--- config.mk ---
export PLATFORM = sky130hd
export DESIGN_NAME = x2050cyx_flat
export DESIGN_NICKNAME = d
export VERILOG_FILES = /design/src/rtl/x2050cy_pkg.sv /design/src/rtl/x2050cyx_if.sv /design/src/rtl/x2050cy_stack.sv /design/src/rtl/x2050cyx.sv /design/src/flat_wrapper.sv
export SDC_FILE = /design/constraint.sdc
export NUM_CORES = 1
export LEC_CHECK = 0
export CAP_MARGIN = 10
export CORE_AREA = 2 2 39 41
export DETAILED_ROUTE_END_ITERATION = 10
export DIE_AREA = 0 0 41 43
export PLACE_DENSITY_LB_ADDON = 0.08
export SLEW_MARGIN = 20
export SYNTH_ARGS = -nofsm -noshare
export SYNTH_HDL_FRONTEND = slang
export SYNTH_HIERARCHICAL = 1
export SYNTH_SLANG_ARGS = --single-unit
export TNS_END_PERCENT = 10
--- constraint.sdc ---
create_clock -name i_clk -period 1.9 [get_ports i_clk]
set_clock_uncertainty 0.1 [all_clocks]
set_input_delay 0.19 -clock i_clk [delete_from_list [all_inputs] [get_ports i_clk]]
set_output_delay 0.19 -clock i_clk [all_outputs]
set_load 0.01 [all_outputs]
--- src/rtl/x2050cy_pkg.sv ---
// x2050cy_pkg: DG/AD field codes, AD decode and stack-operation encoding
// shared by the x2050cyx carry latch file and its save stack.
package x2050cy_pkg;

   // DG field: adder carry-in selection
   localparam logic [2:0] DG_CARRY = 3'd1;
   localparam logic [2:0] DG_ONE_A = 3'd2;
   localparam logic [2:0] DG_ONE_B = 3'd4;

   // AD field: carry latch set sources
   localparam logic [3:0] AD_C0   = 4'd4;
   localparam logic [3:0] AD_C0X1 = 4'd5;
   localparam logic [3:0] AD_C1   = 4'd6;
   localparam logic [3:0] AD_C8   = 4'd7;

   // Result of decoding AD: set=1 means the selected latch takes val
   typedef struct packed {
      logic set;
      logic val;
   } ad_dec_t;

   // Stack request, encoded directly as {push, pop}
   typedef enum logic [1:0] {
      STK_IDLE = 2'b00,
      STK_POP  = 2'b01,
      STK_PUSH = 2'b10,
      STK_SWAP = 2'b11
   } stk_op_e;

   function automatic ad_dec_t ad_decode(input logic [3:0] ad,
                                         input logic c0,
                                         input logic c1,
                                         input logic c8);
      ad_dec_t d;
      d.set = 1'b1;
      d.val = 1'b0;
      case (ad)
         AD_C0:   d.val = c0;
         AD_C0X1: d.val = c0 ^ c1;
         AD_C1:   d.val = c1;
         AD_C8:   d.val = c8;
         default: d.set = 1'b0;
      endcase
      return d;
   endfunction

endpackage

--- src/rtl/x2050cyx_if.sv ---
// x2050cyx_if: control inputs and carry/stack outputs of the x2050cyx
// carry latch file. The design side uses the slave modport.
//
// Handshake: there is no ready path. i_ros_advance, i_push and i_pop are
// single-cycle strobes; each one asserted at a rising edge is acted on at
// that edge and never stalls or back-pressures.
interface x2050cyx_if #(
   parameter int NCH   = 2,
   parameter int DEPTH = 4
);
   localparam int CHW = (NCH > 1) ? $clog2(NCH) : 1;
   localparam int DW  = $clog2(DEPTH + 1);

   logic           i_ros_advance;
   logic           i_io_mode;
   logic [CHW-1:0] i_chan;
   logic [2:0]     i_dg;
   logic [3:0]     i_ad;
   logic           i_c0;
   logic           i_c1;
   logic           i_c8;
   logic           i_push;
   logic           i_pop;

   logic           o_carry_in;
   logic           o_next_carry;
   logic [NCH-1:0] o_carry;
   logic [DW-1:0]  o_depth;
   logic           o_full;
   logic           o_empty;
   logic           o_ovf;
   logic           o_unf;

   modport master (
      output i_ros_advance, i_io_mode, i_chan, i_dg, i_ad,
             i_c0, i_c1, i_c8, i_push, i_pop,
      input  o_carry_in, o_next_carry, o_carry, o_depth,
             o_full, o_empty, o_ovf, o_unf
   );

   modport slave (
      input  i_ros_advance, i_io_mode, i_chan, i_dg, i_ad,
             i_c0, i_c1, i_c8, i_push, i_pop,
      output o_carry_in, o_next_carry, o_carry, o_depth,
             o_full, o_empty, o_ovf, o_unf
   );

endinterface

--- src/rtl/x2050cy_stack.sv ---
// x2050cy_stack: NCH-wide, DEPTH-deep LIFO of carry-vector snapshots with
// push, pop and swap (push+pop), occupancy and sticky overflow/underflow.
// o_restore/o_data tell the owner to reload its carry vector this edge.
module x2050cy_stack
   import x2050cy_pkg::*;
#(
   parameter int NCH   = 2,
   parameter int DEPTH = 4,
   localparam int DW   = $clog2(DEPTH + 1)
) (
   input  logic           i_clk,
   input  logic           i_reset_n,
   input  logic           i_push,
   input  logic           i_pop,
   input  logic [NCH-1:0] i_data,
   output logic           o_restore,
   output logic [NCH-1:0] o_data,
   output logic [DW-1:0]  o_depth,
   output logic           o_full,
   output logic           o_empty,
   output logic           o_ovf,
   output logic           o_unf
);

   logic [NCH-1:0] mem_q [DEPTH];
   logic [NCH-1:0] mem_d [DEPTH];
   logic [DW-1:0]  depth_q, depth_d;
   logic           ovf_q, ovf_d;
   logic           unf_q, unf_d;
   logic           full, empty;
   logic [NCH-1:0] top_entry;
   stk_op_e        op;

   assign full  = (depth_q == DW'(DEPTH));
   assign empty = (depth_q == '0);
   assign op    = stk_op_e'({i_push, i_pop});

   // Read the entry just below the stack pointer (the most recent snapshot)
   always_comb begin
      top_entry = '0;
      for (int i = 0; i < DEPTH; i++)
         if (DW'(i + 1) == depth_q) top_entry = mem_q[i];
   end

   // Next stack contents, occupancy and flags for the requested operation
   always_comb begin
      mem_d     = mem_q;
      depth_d   = depth_q;
      ovf_d     = ovf_q;
      unf_d     = unf_q;
      o_restore = 1'b0;
      case (op)
         STK_PUSH: begin
            if (full) begin
               ovf_d = 1'b1;
            end else begin
               for (int i = 0; i < DEPTH; i++)
                  if (DW'(i) == depth_q) mem_d[i] = i_data;
               depth_d = depth_q + DW'(1);
            end
         end
         STK_POP: begin
            if (empty) begin
               unf_d = 1'b1;
            end else begin
               o_restore = 1'b1;
               depth_d   = depth_q - DW'(1);
            end
         end
         STK_SWAP: begin
            if (empty) begin
               // Nothing to swap with: behaves as a plain push into slot 0
               mem_d[0] = i_data;
               depth_d  = DW'(1);
               unf_d    = 1'b1;
            end else begin
               o_restore = 1'b1;
               for (int i = 0; i < DEPTH; i++)
                  if (DW'(i + 1) == depth_q) mem_d[i] = i_data;
            end
         end
         default: ;
      endcase
   end

   // Occupancy and sticky flags; cleared only by reset
   always_ff @(posedge i_clk) begin
      if (!i_reset_n) begin
         depth_q <= '0;
         ovf_q   <= 1'b0;
         unf_q   <= 1'b0;
      end else begin
         depth_q <= depth_d;
         ovf_q   <= ovf_d;
         unf_q   <= unf_d;
      end
   end

   // Snapshot storage; contents above the pointer are don't-care
   always_ff @(posedge i_clk) begin
      mem_q <= mem_d;
   end

   assign o_data  = top_entry;
   assign o_depth = depth_q;
   assign o_full  = full;
   assign o_empty = empty;
   assign o_ovf   = ovf_q;
   assign o_unf   = unf_q;

endmodule

--- src/rtl/x2050cyx.sv ---
// x2050cyx: per-channel carry latch file for the 2050 datapath. Decodes
// adder carry-in from DG, updates the selected channel's latch from AD on
// each ROS advance, and (with X2050CYX_STACK_EN defined) saves/restores the
// whole carry vector across micro-interrupts via x2050cy_stack.
module x2050cyx
   import x2050cy_pkg::*;
#(
   parameter int NCH   = 2,
   parameter int DEPTH = 4
) (
   input logic         i_clk,
   input logic         i_reset_n,
   x2050cyx_if.slave   bus
);

   localparam int CHW = (NCH > 1) ? $clog2(NCH) : 1;
   localparam int DW  = $clog2(DEPTH + 1);

   logic [NCH-1:0] carry_q, carry_d;
   logic [CHW-1:0] ch_idx;
   logic           sel;
   logic           cin;
   ad_dec_t        dec;
   logic           restore;
   logic [NCH-1:0] restore_data;
   logic [DW-1:0]  depth;
   logic           full, empty, ovf, unf;

   // Channel numbers beyond the implemented set fall back to channel 0
   always_comb begin
      ch_idx = (int'(bus.i_chan) < NCH) ? bus.i_chan : '0;
   end

   // Current latch of the selected channel
   always_comb begin
      sel = 1'b0;
      for (int i = 0; i < NCH; i++)
         if (CHW'(i) == ch_idx) sel = carry_q[i];
   end

   assign dec = ad_decode(bus.i_ad, bus.i_c0, bus.i_c1, bus.i_c8);

   // Adder carry-in from DG; I/O mode forces it low
   always_comb begin
      case (bus.i_dg)
         DG_CARRY:           cin = sel;
         DG_ONE_A, DG_ONE_B: cin = 1'b1;
         default:            cin = 1'b0;
      endcase
   end

   // Next carry vector: AD update on advance, overridden by a stack restore
   always_comb begin
      carry_d = carry_q;
      if (bus.i_ros_advance && dec.set) begin
         for (int i = 0; i < NCH; i++)
            if (CHW'(i) == ch_idx) carry_d[i] = dec.val;
      end
      if (restore) carry_d = restore_data;
   end

   // Carry latches
   always_ff @(posedge i_clk) begin
      if (!i_reset_n) carry_q <= '0;
      else            carry_q <= carry_d;
   end

`ifdef X2050CYX_STACK_EN
   x2050cy_stack #(
      .NCH   (NCH),
      .DEPTH (DEPTH)
   ) u_stack (
      .i_clk     (i_clk),
      .i_reset_n (i_reset_n),
      .i_push    (bus.i_push),
      .i_pop     (bus.i_pop),
      .i_data    (carry_q),
      .o_restore (restore),
      .o_data    (restore_data),
      .o_depth   (depth),
      .o_full    (full),
      .o_empty   (empty),
      .o_ovf     (ovf),
      .o_unf     (unf)
   );
`else
   // No save stack: push/pop have no effect and status stays idle
   logic unused_stack_req;
   assign unused_stack_req = &{1'b0, bus.i_push, bus.i_pop};
   assign restore      = 1'b0;
   assign restore_data = '0;
   assign depth        = '0;
   assign full         = 1'b0;
   assign empty        = 1'b1;
   assign ovf          = 1'b0;
   assign unf          = 1'b0;
`endif

   assign bus.o_carry_in   = cin & ~bus.i_io_mode;
   assign bus.o_next_carry = dec.set ? dec.val : sel;
   assign bus.o_carry      = carry_q;
   assign bus.o_depth      = depth;
   assign bus.o_full       = full;
   assign bus.o_empty      = empty;
   assign bus.o_ovf        = ovf;
   assign bus.o_unf        = unf;

endmodule

--- src/flat_wrapper.sv ---
// flat-port wrapper written by rule: the top's interface ports become plain ports
module x2050cyx_flat import x2050cy_pkg::*;
#(
   parameter int NCH   = 2,
   parameter int DEPTH = 4
)
  (i_clk, i_reset_n, bus_i_ros_advance, bus_i_io_mode, bus_i_chan, bus_i_dg, bus_i_ad, bus_i_c0, bus_i_c1, bus_i_c8, bus_i_push, bus_i_pop, bus_o_carry_in, bus_o_next_carry, bus_o_carry, bus_o_depth, bus_o_full, bus_o_empty, bus_o_ovf, bus_o_unf);
  x2050cyx_if #(.NCH(NCH), .DEPTH(DEPTH)) bus_i ();
  input logic i_clk;
  input logic i_reset_n;
  input wire logic [$bits(bus_i.i_ros_advance)-1:0] bus_i_ros_advance;
  input wire logic [$bits(bus_i.i_io_mode)-1:0] bus_i_io_mode;
  input wire logic [$bits(bus_i.i_chan)-1:0] bus_i_chan;
  input wire logic [$bits(bus_i.i_dg)-1:0] bus_i_dg;
  input wire logic [$bits(bus_i.i_ad)-1:0] bus_i_ad;
  input wire logic [$bits(bus_i.i_c0)-1:0] bus_i_c0;
  input wire logic [$bits(bus_i.i_c1)-1:0] bus_i_c1;
  input wire logic [$bits(bus_i.i_c8)-1:0] bus_i_c8;
  input wire logic [$bits(bus_i.i_push)-1:0] bus_i_push;
  input wire logic [$bits(bus_i.i_pop)-1:0] bus_i_pop;
  output wire logic [$bits(bus_i.o_carry_in)-1:0] bus_o_carry_in;
  output wire logic [$bits(bus_i.o_next_carry)-1:0] bus_o_next_carry;
  output wire logic [$bits(bus_i.o_carry)-1:0] bus_o_carry;
  output wire logic [$bits(bus_i.o_depth)-1:0] bus_o_depth;
  output wire logic [$bits(bus_i.o_full)-1:0] bus_o_full;
  output wire logic [$bits(bus_i.o_empty)-1:0] bus_o_empty;
  output wire logic [$bits(bus_i.o_ovf)-1:0] bus_o_ovf;
  output wire logic [$bits(bus_i.o_unf)-1:0] bus_o_unf;
  assign bus_i.i_ros_advance = bus_i_ros_advance;
  assign bus_i.i_io_mode = bus_i_io_mode;
  assign bus_i.i_chan = bus_i_chan;
  assign bus_i.i_dg = bus_i_dg;
  assign bus_i.i_ad = bus_i_ad;
  assign bus_i.i_c0 = bus_i_c0;
  assign bus_i.i_c1 = bus_i_c1;
  assign bus_i.i_c8 = bus_i_c8;
  assign bus_i.i_push = bus_i_push;
  assign bus_i.i_pop = bus_i_pop;
  assign bus_o_carry_in = bus_i.o_carry_in;
  assign bus_o_next_carry = bus_i.o_next_carry;
  assign bus_o_carry = bus_i.o_carry;
  assign bus_o_depth = bus_i.o_depth;
  assign bus_o_full = bus_i.o_full;
  assign bus_o_empty = bus_i.o_empty;
  assign bus_o_ovf = bus_i.o_ovf;
  assign bus_o_unf = bus_i.o_unf;
  x2050cyx #(.NCH(NCH), .DEPTH(DEPTH)) u_core (.i_clk(i_clk), .i_reset_n(i_reset_n), .bus(bus_i));
endmodule
==> qor.csv <==
metric,value,unit
finalSetupViolCount,0,
initial_core_util,17.4,%
clockBufferDepth,2,
peakVddDrop,163,uV
synth_compound_area_share,16.1,%
dp.final_hpwl,610,um
wire_per_inst,9.79,um
cts-buffers-inserted,3,
drt_iter0_markers,1,
final_cell_mix,"clkdlybuf4s50_1 (14), buf_4 (7), conb_1 (7), clkbuf_4 (3), a21oi_1 (3)",
clk_latency,0.22,ns
io_buffers,18,
first_pass_iters,2,
end_kind,primary output,
grt_usage,8.82,%
crit_path_start_kind,input port,
largest_reg_flops,2,
die-width,41,um
grt-ovfl-total,0,
root_buffer,clkbuf_4,
drv_cap,0,
hold_viol,0,
vias_per_cell,4.04,
placed_cell_area,459,um2
diodes,0,
clock_sinks,2,
synthTopCellsByArea,"buf_4 (22%), dfxtp_1 (17%), a21oi_1 (8.3%)",
post-cts-setup-buffer-count,0,
rsz0062_at_grt,false,
remaining_drc_errors,0,
layout_commonest_cell,clkdlybuf4s50_1,
p_per_area,439,nW/um2
hold_path_class,in -> reg,
synth_cells,30,
synth_xor_area_share,0,%
drive_gt1_share,30.4,%
cp_data_required_time,1.61,ns
synth-simple-area-share,29.2,%
dieArea,1760,um2
drv_slew,0,
seq_area,40.0,um2
grt_pass1_vias,284,
outcome,completed,
core,1380,um2
layout.nets,75,
muxShareOfSynthArea,13.0,%
post-route-period-util,95.1,%
yosys_warnings,6,
grt_max_degree,4,
yosysUniqueCellTypes,16,
hold_depth,3,
cts_tree,yes,
fin_area,493,um2
ys_seq_area_share,16.7,%
nFillCells,156,
ant_nets,0,
max_freq,0.553,GHz
yosysTopAreaCell,buf_4,
worstPathArrival,1.52,ns
synth_area,240,um2
path_max_fanout,3,
utilization,35.6,%
gp_congestion,0.579,
yosys.area.top_type_share,21.9,%
multi_input_area,180,um2
ioPinCount,28,
p_leak,0.000215,uW
num_vias,291,
wl,705,um
syn_area_per_cell,8.01,um2
finalCriticalPeriod,1.81,ns
h-tree-depth,1,
rows,14,
rr_worst_depth,3,
clk_pin_slew,0.03,ns
synthAdderAreaFrac,0,%
antenna_found_initial,0,
chipHeight,43,um
worstSetupPathType,in -> out,
grt_pass1_wl,993,um
area_delta_synth_final,105,%
synth-seq-cells,2,
synth_top_family_by_area,simple AND/OR/NAND/NOR gates,
## power by group
part           internal, uW  total (uW)  leakage, uW  switching (uW)
registers              43.8        44.7    0.0000163           0.854
clock network          69.6        92.1    0.0000138            22.5
logic                  50.3        79.6     0.000185            29.3
total                   164         216     0.000215            52.7
## critical path: stages
cell,delay (ns)
clkdlybuf4s50_1,0.43
mux2_2,0.28
a221oi_2,0.26
mux2i_1,0.11
clkdlybuf4s15_2,0.24
## cell families after synthesis
logic type / Yosys count
other: 2
AND/OR/NAND/NOR: 9
AO/OA/AOI/OAI: 7
multiplexers: 3
flip-flops: 2
buffers and inverters: 7
## final timing paths
check	end	slack, ns	start
worst max-delay path	bus_o_next_carry	0.09	bus_i_c1
worst min-delay path	u_core/bus.o_carry[1]	0.46	i_reset_n
worst max register to register	u_core/bus.o_carry[0]	1.03	u_core/bus.o_carry[0]
worst min register to register	u_core/bus.o_carry[1]	0.56	u_core/bus.o_carry[1]
## routing by layer
layer / GRT usage [%] / vias to the layer above / wire [um]
met4: 8.00 / 0 / 0
met1: 7.67 / 124 / 243
met5: 0 / - / 0
li1: - / 152 / -
met3: 3.14 / 0 / 80
met2: 14.4 / 15 / 381
## area by class of cell
| cell class | instances | area share (%) |
|---|---|---|
| clock buffer | 3 | 4.57 |
| multi-input combinational | 26 | 36.5 |
| tap | 16 | 4.06 |
| sequential | 2 | 8.12 |
| timing repair buffer | 25 | 46.7 |
## cells in the mapped netlist
cell type  count
a221oi_1       1
conb_1         2
mux2i_1        2
and4bb_2       1
nor2b_1        2
nor3b_1        1
nor4bb_1       1
mux2_2         1
dfxtp_1        2
or4b_1         1
nand2_1        1
a21oi_1        4
nor2_1         1
o21ai_0        2
and4b_1        1
buf_4          7
## repair_timing
| item | 4_1_cts | 5_1_grt |
|---|---|---|
| hold buffers | 0 | 0 |
| endpoints found under the setup margin | 2 | 2 |
| gates resized for setup | 9 | 3 |
| pin swaps | 1 | 1 |
## metrics by stage
| stage | std cells | TNS (ns) | hold slack [ns] | power, uW | setup WS, ns |
|---|---|---|---|---|---|
| floorplan | 35 | 0 | 0.228 | 79.7 | 0.447 |
| global placement | 69 | -0.731 | 0.540 | 122 | -0.372 |
| detailed placement | 69 | -0.807 | 0.547 | 124 | -0.405 |
| CTS | 72 | 0 | 0.449 | 222 | 0.00549 |
| global route | 72 | 0 | 0.480 | 233 | 0.0125 |
| finish | 72 | 0 | 0.460 | 216 | 0.0926 |
No activity file was read; power rests on OpenSTA's default activity.
==> RTL change (same flow settings) <==
`NCH` is set to 2 in 3 places; all go to 1.
--- a/src/rtl/x2050cyx_if.sv
+++ b/src/rtl/x2050cyx_if.sv
@@ -5,7 +5,7 @@
 // single-cycle strobes; each one asserted at a rising edge is acted on at
 // that edge and never stalls or back-pressures.
 interface x2050cyx_if #(
-   parameter int NCH   = 2,
+   parameter int NCH   = 1,
    parameter int DEPTH = 4
 );
    localparam int CHW = (NCH > 1) ? $clog2(NCH) : 1;
--- a/src/rtl/x2050cyx.sv
+++ b/src/rtl/x2050cyx.sv
@@ -5,7 +5,7 @@
 module x2050cyx
    import x2050cy_pkg::*;
 #(
-   parameter int NCH   = 2,
+   parameter int NCH   = 1,
    parameter int DEPTH = 4
 ) (
    input logic         i_clk,
--- a/src/flat_wrapper.sv
+++ b/src/flat_wrapper.sv
@@ -1,7 +1,7 @@
 // flat-port wrapper written by rule: the top's interface ports become plain ports
 module x2050cyx_flat import x2050cy_pkg::*;
 #(
-   parameter int NCH   = 2,
+   parameter int NCH   = 1,
    parameter int DEPTH = 4
 )
   (i_clk, i_reset_n, bus_i_ros_advance, bus_i_io_mode, bus_i_chan, bus_i_dg, bus_i_ad, bus_i_c0, bus_i_c1, bus_i_c8, bus_i_push, bus_i_pop, bus_o_carry_in, bus_o_next_carry, bus_o_carry, bus_o_depth, bus_o_full, bus_o_empty, bus_o_ovf, bus_o_unf);
Interface: changed (resized bus_o_carry); port bits go from 28 to 27. No check against the original RTL was run, so the function may have changed too.
==> RTL change against the original RTL <==
  * Synthesized cell count grew 6.7%
  * Register-to-register slack better by 0.10 ns
  * Sequential cell count is 1 lower
  * Die area did not move
  * Synthesized area down 5.7%
  * Critical path depth stayed put
  * Sequential share of layout area shrank 2.9 points
  * Total power down 57%
  * Worst setup slack better by 0.073 ns
  * Routed wire length shrank 14%
  * Design area down 22%
  * Critical endpoint unchanged
  * Largest cell class unchanged
  * Largest power group is now combinational logic
==> RTL change: results (changes against the original RTL) <==
Final setup viols: 0 (unchanged)
Most used DFF post-synth: dfxtp_1 (unchanged)
HPWL after DPL: 549 um (was 610 um)
CP peak stage delay: 0.47 ns (was 0.43 ns)
slowest CP cell: clkdlybuf4s50_1 (unchanged)
async set-reset flop share out of synthesis: 0% (unchanged)
crit-path leading delay family: buffers and inverters (unchanged)
Arr. time, crit path: 1.44 ns (was 1.52 ns)
yosys warns: 6 (unchanged)
most common cell in the netlist: buf_4 (unchanged)
Reg clk slew, reported paths: 0 ns (was 0.03 ns)
Final nets: 67 (was 75)
Hold Crit Class: reg -> reg (was in -> reg)
post-synth cell types: 20 (was 16)
top cells by count, synth: 7 x buf_4, 3 x nor2b_1 (was 7 x buf_4, 4 x a21oi_1)
Initial DRC Count: 1 (unchanged)
vias in the first global route: 230 (was 284)
status: complete, no violations (unchanged)
sequential area share after synthesis: 8.84% (was 16.7%)
drt pass-1 iters: 4 (was 2)
# diodes: 0 (unchanged)
GRT Total Usage: 6.70% (was 8.82%)
IO buf count: 16 (was 18)
die area: 1760 sq um (unchanged)
CP max FO: 4 (was 3)
Worst IR Drop VDD: 0.0000758 V (was 0.000163 V)
Post-Route WL: 604 um (was 705 um)
share of cells above drive strength 1: 8.33% (was 30.4%)
largest net degree at the start of global routing: 7 (was 4)
DP Worst Slack: -0.183 ns (was -0.405 ns)
Vias/cell: 3.94 (was 4.04)
Synth area leaders: buf_4 23%, dfxtp_1 8.8%, nor2b_1 8.3% (was buf_4 22%, dfxtp_1 17%, a21oi_1 8.3%)
post-CTS resize count: 4 (was 9)
leakage: 0.000174 uW (was 0.000215 uW)
Placed Area: 388 sq um (was 459 sq um)
sw frac: 30.8% (was 24.4%)
max reg flops: 1 (was 2)
global-route wire length before repair: 890 um (was 993 um)
Post-CTS Setup Inserts: 0 (unchanged)
Clk Latency, worst-skew pair: 0 ns (was 0.22 ns)
gpl congestion: 0.665 (was 0.579)
antenna violations before repair: 0 (unchanged)
## RTL change: cell types whose count changed after synthesis, sizes merged, moves of 2 or more
cell   delta
a21oi     -2
a31oi     +2
and3b     +2
a21o      +2
## RTL change: area by class of cell
| class | count | area [sq um] |
|---|---|---|
| tap | 16 | 20.0 |
| inverter | 1 | 3.75 |
| timing repair buffer | 18 | 170 |
| fill | 161 | 1000 |
| sequential | 1 | 20.0 |
| multi-input combinational | 28 | 169 |
## RTL change: kinds of logic after synthesis
| family | count (synthesis) | synth area share (%) |
|---|---|---|
| AO/OA/AOI/OAI | 9 | 24.9 |
| flip-flops | 1 | 8.84 |
| other | 2 | 3.32 |
| multiplexers | 1 | 4.42 |
| buffers and inverters | 8 | 24.9 |
| AND/OR/NAND/NOR | 11 | 33.7 |
## RTL change: worst paths after layout
check / start / to / slack, ns / cells after the start
max: bus_i_c0 / bus_o_next_carry / 0.17 / 5
min: u_core/bus.o_carry / u_core/bus.o_carry / 0.48 / 2
max reg2reg: u_core/bus.o_carry / u_core/bus.o_carry / 1.13 / 2
min reg2reg: u_core/bus.o_carry / u_core/bus.o_carry / 0.48 / 2
## RTL change: power by group through the flow
stage	Clock, uW	Sequential (uW)	Combinational [uW]
CTS	0	23.8	68.7
global route	0	24.0	74.7
global placement	0	23.7	70.5
finish	0	23.7	68.4
detailed placement	0	23.8	71.8
floorplan	0	23.9	35.9
## RTL change: metal layers
layer  GRT usage [%]  up-vias  routed length (um)
met4               0        0                   0
met2            14.4       11                 342
met3               0        0                  47
met1            6.67      110                 214
met5               0        -                   0
li1                -      131                   -
## RTL change: metrics by stage
stage / hold WS, ns / util (%) / TNS [ns] / std cells
after floorplan: 0.228 / - / 0 / 37
after global placement: 0.469 / 28.0 / -0.164 / 64
after detailed placement: 0.478 / 28.0 / -0.183 / 64
after CTS: 0.480 / 27.7 / 0 / 64
after global routing: 0.504 / 27.7 / 0 / 64
final: 0.476 / 27.7 / 0 / 64
## RTL change: worst reg2reg max path, delay by kind of cell (launching register included)
kind | cells | cell delay (ns)
compound gates | 2 | 0.23
flops | 1 | 0.35
